## src/rtl/trap_seq_pkg.sv

```systemverilog
// Shared types and cause codes for the machine-mode trap sequencer.
package trap_seq_pkg;

  typedef enum logic [1:0] {IDLE, DRAIN, COMMIT, REDIRECT} trap_state_t;
  typedef enum logic {TRAP, RET} trap_kind_t;

  localparam int TRAP_WORD_W = 32;
  localparam int INTR_BIT    = TRAP_WORD_W - 1;
  localparam int CODE_W      = 5;

  typedef logic [CODE_W-1:0] code_t;

  // Exception codes (mcause with interrupt bit clear)
  localparam code_t EX_INSN_MAL    = 5'd0;
  localparam code_t EX_INSN_FAULT  = 5'd1;
  localparam code_t EX_ILLEGAL     = 5'd2;
  localparam code_t EX_BREAKPOINT  = 5'd3;
  localparam code_t EX_LOAD_MAL    = 5'd4;
  localparam code_t EX_LOAD_FAULT  = 5'd5;
  localparam code_t EX_STORE_MAL   = 5'd6;
  localparam code_t EX_STORE_FAULT = 5'd7;
  localparam code_t EX_ECALL_M     = 5'd11;

  // Interrupt codes (mcause with interrupt bit set)
  localparam code_t INT_SOFT_M  = 5'd3;
  localparam code_t INT_TIMER_M = 5'd7;
  localparam code_t INT_EXT_M   = 5'd11;

endpackage

```

## src/rtl/trap_priority_enc.sv

```systemverilog
// Combinational exception/interrupt prioritiser; exceptions always win over interrupts.
module trap_priority_enc
  import trap_seq_pkg::*;
(
  input  logic  fault_insn,
  input  logic  mal_insn,
  input  logic  illegal_insn,
  input  logic  breakpoint,
  input  logic  env,
  input  logic  mal_l,
  input  logic  mal_s,
  input  logic  fault_l,
  input  logic  fault_s,
  input  logic  ext_int,
  input  logic  soft_int,
  input  logic  timer_int,
  input  logic  mie_global,
  output logic  valid,
  output logic  is_intr,
  output code_t code
);

  always_comb begin
    valid   = 1'b1;
    is_intr = 1'b0;
    code    = '0;
    if (fault_insn)                   code = EX_INSN_FAULT;
    else if (mal_insn)                code = EX_INSN_MAL;
    else if (illegal_insn)            code = EX_ILLEGAL;
    else if (breakpoint)              code = EX_BREAKPOINT;
    else if (env)                     code = EX_ECALL_M;
    else if (mal_l)                   code = EX_LOAD_MAL;
    else if (mal_s)                   code = EX_STORE_MAL;
    else if (fault_l)                 code = EX_LOAD_FAULT;
    else if (fault_s)                 code = EX_STORE_FAULT;
    else if (mie_global && ext_int)   begin is_intr = 1'b1; code = INT_EXT_M;   end
    else if (mie_global && soft_int)  begin is_intr = 1'b1; code = INT_SOFT_M;  end
    else if (mie_global && timer_int) begin is_intr = 1'b1; code = INT_TIMER_M; end
    else                              valid = 1'b0;
  end

endmodule

```

## src/rtl/trap_sequencer.sv

```systemverilog
// Machine-mode trap/MRET sequencer: detect, drain, commit CSR writes, redirect fetch.
// Optional macro TRAP_VECTORED_EN enables vectored interrupt targets (mtvec mode 01).
module trap_sequencer
  import trap_seq_pkg::*;
#(
  parameter int WORD_W        = 32,
  parameter int DRAIN_TIMEOUT = 15
) (
  input  logic              CLK,
  input  logic              RST,
  input  logic              fault_insn,
  input  logic              mal_insn,
  input  logic              illegal_insn,
  input  logic              breakpoint,
  input  logic              env,
  input  logic              mal_l,
  input  logic              mal_s,
  input  logic              fault_l,
  input  logic              fault_s,
  input  logic              ret,
  input  logic              ext_int,
  input  logic              soft_int,
  input  logic              timer_int,
  input  logic              mie_global,
  input  logic [WORD_W-1:0] epc,
  input  logic [WORD_W-1:0] badaddr,
  input  logic [WORD_W-1:0] mtvec,
  input  logic [WORD_W-1:0] mepc,
  input  logic              pipe_drained,
  output logic              pipe_clear,
  output logic              trap_we,
  output logic              ret_we,
  output logic [WORD_W-1:0] cause,
  output logic [WORD_W-1:0] epc_out,
  output logic [WORD_W-1:0] tval,
  output logic              insert_pc,
  output logic [WORD_W-1:0] priv_pc,
  output logic              intr,
  output logic              busy,
  output logic              drain_err
);

  localparam int CNT_W = $clog2(DRAIN_TIMEOUT + 1);

  trap_state_t       state;
  trap_kind_t        kind;
  logic              intr_lat;
  logic [WORD_W-1:0] ret_target;
  logic [CNT_W-1:0]  drain_cnt;

  logic              ev_valid;
  logic              ev_intr;
  code_t             ev_code;
  logic [WORD_W-1:0] base_pc;
  logic [WORD_W-1:0] trap_pc;
  logic              drain_done;

  trap_priority_enc u_prio (
    .fault_insn   (fault_insn),
    .mal_insn     (mal_insn),
    .illegal_insn (illegal_insn),
    .breakpoint   (breakpoint),
    .env          (env),
    .mal_l        (mal_l),
    .mal_s        (mal_s),
    .fault_l      (fault_l),
    .fault_s      (fault_s),
    .ext_int      (ext_int),
    .soft_int     (soft_int),
    .timer_int    (timer_int),
    .mie_global   (mie_global),
    .valid        (ev_valid),
    .is_intr      (ev_intr),
    .code         (ev_code)
  );

  assign base_pc = {mtvec[WORD_W-1:2], 2'b00};

`ifdef TRAP_VECTORED_EN
  assign trap_pc = (intr_lat && (mtvec[1:0] == 2'b01))
                 ? base_pc + {cause[WORD_W-3:0], 2'b00}
                 : base_pc;
`else
  logic unused_mtvec_mode;
  assign unused_mtvec_mode = ^mtvec[1:0];
  assign trap_pc = base_pc;
`endif

  // The last allowed DRAIN cycle is the one where the counter is one short of the limit.
  assign drain_done = pipe_drained || (drain_cnt == CNT_W'(DRAIN_TIMEOUT - 1));

  always_ff @(posedge CLK) begin
    if (RST) begin
      state      <= IDLE;
      kind       <= TRAP;
      intr_lat   <= 1'b0;
      ret_target <= '0;
      drain_cnt  <= '0;
      pipe_clear <= 1'b0;
      trap_we    <= 1'b0;
      ret_we     <= 1'b0;
      cause      <= '0;
      epc_out    <= '0;
      tval       <= '0;
      insert_pc  <= 1'b0;
      priv_pc    <= '0;
      intr       <= 1'b0;
      busy       <= 1'b0;
      drain_err  <= 1'b0;
    end else begin
      trap_we   <= 1'b0;
      ret_we    <= 1'b0;
      insert_pc <= 1'b0;
      case (state)
        IDLE: begin
          if (ev_valid) begin
            kind       <= TRAP;
            intr_lat   <= ev_intr;
            cause      <= {ev_intr, {(WORD_W-1-CODE_W){1'b0}}, ev_code};
            epc_out    <= epc;
            tval       <= ev_intr ? '0 : badaddr;
            drain_cnt  <= '0;
            pipe_clear <= 1'b1;
            busy       <= 1'b1;
            state      <= DRAIN;
          end else if (ret) begin
            kind       <= RET;
            intr_lat   <= 1'b0;
            ret_target <= mepc;
            drain_cnt  <= '0;
            pipe_clear <= 1'b1;
            busy       <= 1'b1;
            state      <= DRAIN;
          end
        end
        DRAIN: begin
          drain_cnt <= drain_cnt + 1'b1;
          if (drain_done) begin
            if (!pipe_drained) drain_err <= 1'b1;
            trap_we <= (kind == TRAP);
            ret_we  <= (kind == RET);
            intr    <= intr_lat;
            state   <= COMMIT;
          end
        end
        COMMIT: begin
          insert_pc <= 1'b1;
          priv_pc   <= (kind == RET) ? ret_target : trap_pc;
          state     <= REDIRECT;
        end
        REDIRECT: begin
          pipe_clear <= 1'b0;
          busy       <= 1'b0;
          intr       <= 1'b0;
          priv_pc    <= '0;
          drain_cnt  <= '0;
          state      <= IDLE;
        end
        default: state <= IDLE;
      endcase
    end
  end

endmodule

```

## config.mk

```make
export PLATFORM = sky130hd
export DESIGN_NAME = trap_sequencer
export DESIGN_NICKNAME = d
export VERILOG_FILES = /design/src/rtl/trap_seq_pkg.sv /design/src/rtl/trap_priority_enc.sv /design/src/rtl/trap_sequencer.sv
export SDC_FILE = /design/constraint.sdc
export NUM_CORES = 1
export LEC_CHECK = 0
export ABC_AREA = 1
export ABC_CLOCK_PERIOD_IN_PS = 2900
export BUFFER_PORTS_ARGS = -buffer_cell sky130_fd_sc_hd__buf_2
export CORE_MARGIN = 3
export CORE_UTILIZATION = 52
export CTS_BUF_LIST = sky130_fd_sc_hd__clkbuf_2 sky130_fd_sc_hd__clkbuf_4 sky130_fd_sc_hd__clkbuf_8
export DETAILED_ROUTE_END_ITERATION = 7
export HOLD_SLACK_MARGIN = 0.06
export PLACE_DENSITY = 0.87
export SLEW_MARGIN = 40
export SYNTH_ARGS = -nofsm -noshare
export SYNTH_HDL_FRONTEND = slang
export SYNTH_SLANG_ARGS = --single-unit
```

## constraint.sdc

```tcl
create_clock -name CLK -period 2.9 [get_ports CLK]
set_input_delay 0.435 -clock CLK [delete_from_list [all_inputs] [get_ports CLK]]
set_output_delay 0.435 -clock CLK [all_outputs]
set_load 0.005 [all_outputs]
```

==> flow_summary.toml <==
[grt]
grt_pass1_wl_um = 25600
antenna_found_initial = 0
grt_pass1_vias = 5535
overflow = 0
grt_max_degree = 71
globalRouteTotalUtil_pct = 24.2

[detailed_routing]
wl_per_cell_um = 13.3
route.detailed.drc = 0
finalWirelength_um = 16600
routed_via_density = 4.93
routed-via-count = 6162
drt_iter0_drc = 570
postRouteAntennaNets = 0
first_pass_iters = 5

[sta]
rsz0062_at_grt = "false"
slew_headroom_pct = 54.9
clock.fmax_mhz = 497
finalMaxSlewViolations = 0
finalSetupViolCount = 0
final_hold_viol_count = 0
min_period_over_period_pct = 69.4
finClkSkew_ps = 7.09
finalCriticalPeriod_ps = 2010
finalWorstSetupSlack_ps = 887
worst_pin_slew_ps = 675
finalSetupTns_ps = 0

[floorplanning]
rows = 39
die_area_sq_um = 13200
die_w_um = 115
start_util_pct = 53.4
die_h_um = 115
core_sq_um = 11500
num_io_pins = 280

[final_layout]
layout_common_cells = "nand2_1 (263), buf_2 (250), dfxtp_1 (147)"
final-seq-area_sq_um = 2940
nets = 1246
fill_cells = 996
layout_commonest_cell = "nand2_1"
multi_input_area_sq_um = 2690
syn_to_final_growth_pct = 27.3
antenna_cells = 0
layout-drive-gt1-share_pct = 27.5

[clocking]
postCtsHoldBufs = 0
htree_levels = 4
clockBufferDepth = 2
cts_setup_buffers = 0
cts_tree = "yes"
ctsResizeCount = 0
cts_root_buf = "clkbuf_8"
clock_latency_ps = 440
cts_num_sinks = 147
clk_pin_slew_ps = 70
cts_buffers = 17

[placement]
dp_slack_ps = 722
gp_congestion = 0.789
numPortBuffers = 250
hpwl_um = 11600

[job]
maxCapViolations = 0

[critical_path]
slowest_delay_ps = 580
path_max_fanout = 37
cp_num_buf_inv = 2
critPathKind = "reg -> reg"
crit_arrival_ps = 2380
cp-start-kind = "flip-flop"
worstPathRequired_ps = 3270
end_kind = "flip-flop"
cpMaxStageDelayCell = "clkinv_1"
crit_family = "buffers and inverters"
critical_path.cell_chain = "clkinv_1, buf_4, o21ai_0, nand2_1, a21oi_1"

[logic_synthesis]
syn_avg_cell_area_sq_um = 7.09
yosysSeqAreaShare_pct = 47.8
ys_warn_count = 0
syn_inst = 868
synth_edf_count = 0
synth_ff_type = "dfxtp_1"
synth_area_sq_um = 6150
synth.distinct_cells = 30
synth_seq_cells = 147
synth-async-reset-ratio_pct = 0

[run_status]
status = "completed"

[hold_path]
min_path_type = "in -> reg"

[pwr]
vdd.ir_drop.worst_mv = 0.573
power-per-cell-area_nw_per_um2 = 851
leakage_nw = 4.08
==> final timing paths <==
path                                  start  cells after the start  slack [ps]              to
worst max-delay path                   kind                      5         890     priv_pc[24]
worst min-delay path               mepc[25]                      3         210  ret_target[25]
worst max register to register         kind                      5         890     priv_pc[24]
worst min register to register  epc_out[18]                      2         460     epc_out[18]
==> cells in the mapped netlist, drive strengths merged (2+ instances only) <==
cell type  number  area (sq um)
nand2         265          1010
dfxtp         147          2940
nor2          127           487
a21oi          95           479
o21ai          52           260
inv            51           191
buf            46           324
clkbuf         32           123
nand3          32           165
ha              6          75.1
nand4           4          31.3
clkinv          2          7.51
nor3            2          10.0
o21a            2          15.0
==> kinds of logic after synthesis <==
logic type      count (synthesis)  synth area share [%]
buf+inv                       131                  10.5
compound gates                152                  12.6
fa+ha+maj                       6                  1.22
simple gates                  431                  27.8
other cells                     1                0.0609
flops                         147                  47.8
==> state kept, by name (all words and copies together), names as in the netlist, 2 cells and up <==
signal,cells
cause,5
drain_cnt,4
epc_out,32
priv_pc,32
ret_target,32
state,2
tval,32
==> worst min-delay path: stages <==
cell	delay, ps
buf_2	70
nor2_1	30
nor2_1	80
==> power breakdown <==
group | internal, mW | switching [mW] | total (mW)
Combinational | 0.850 | 1.28 | 2.13
Clock | 1.07 | 0.743 | 1.82
Sequential | 2.48 | 0.239 | 2.72
Total | 4.40 | 2.27 | 6.67
==> routing by layer <==
layer / up-vias / global-route usage (%) / routed length [um] / share of wire [%]
li1: 3120 / - / - / -
met1: 2768 / 29.4 / 6650 / 40
met2: 251 / 40.6 / 8130 / 49
met3: 23 / 7.47 / 1500 / 9.0
met4: 0 / 8.69 / 308 / 1.9
met5: - / 0 / 0 / 0
==> through the flow <==
stage | instance area (sq um) | hold slack [ps] | utilization [%] | power [mW] | std cells
global route | 7840 | 201 | 68.0 | 7.10 | 1251
CTS | 7830 | 195 | 68.0 | 6.70 | 1251
finish | 7840 | 215 | 68.0 | 6.67 | 1251
detailed placement | 7360 | 449 | 63.9 | 4.88 | 1219
floorplan | 6250 | 439 | - | 4.05 | 894
global placement | 7340 | 445 | 63.8 | 4.83 | 1218
==> cell type report <==
class,count,area share (%)
clock buffer,24,4.06
multi-input combinational,616,34.3
tap,143,2.28
clock inverter,8,1.87
timing repair buffer,260,17.4
inverter,53,2.55
sequential,147,37.6
Power figures use the tool's default switching activity.
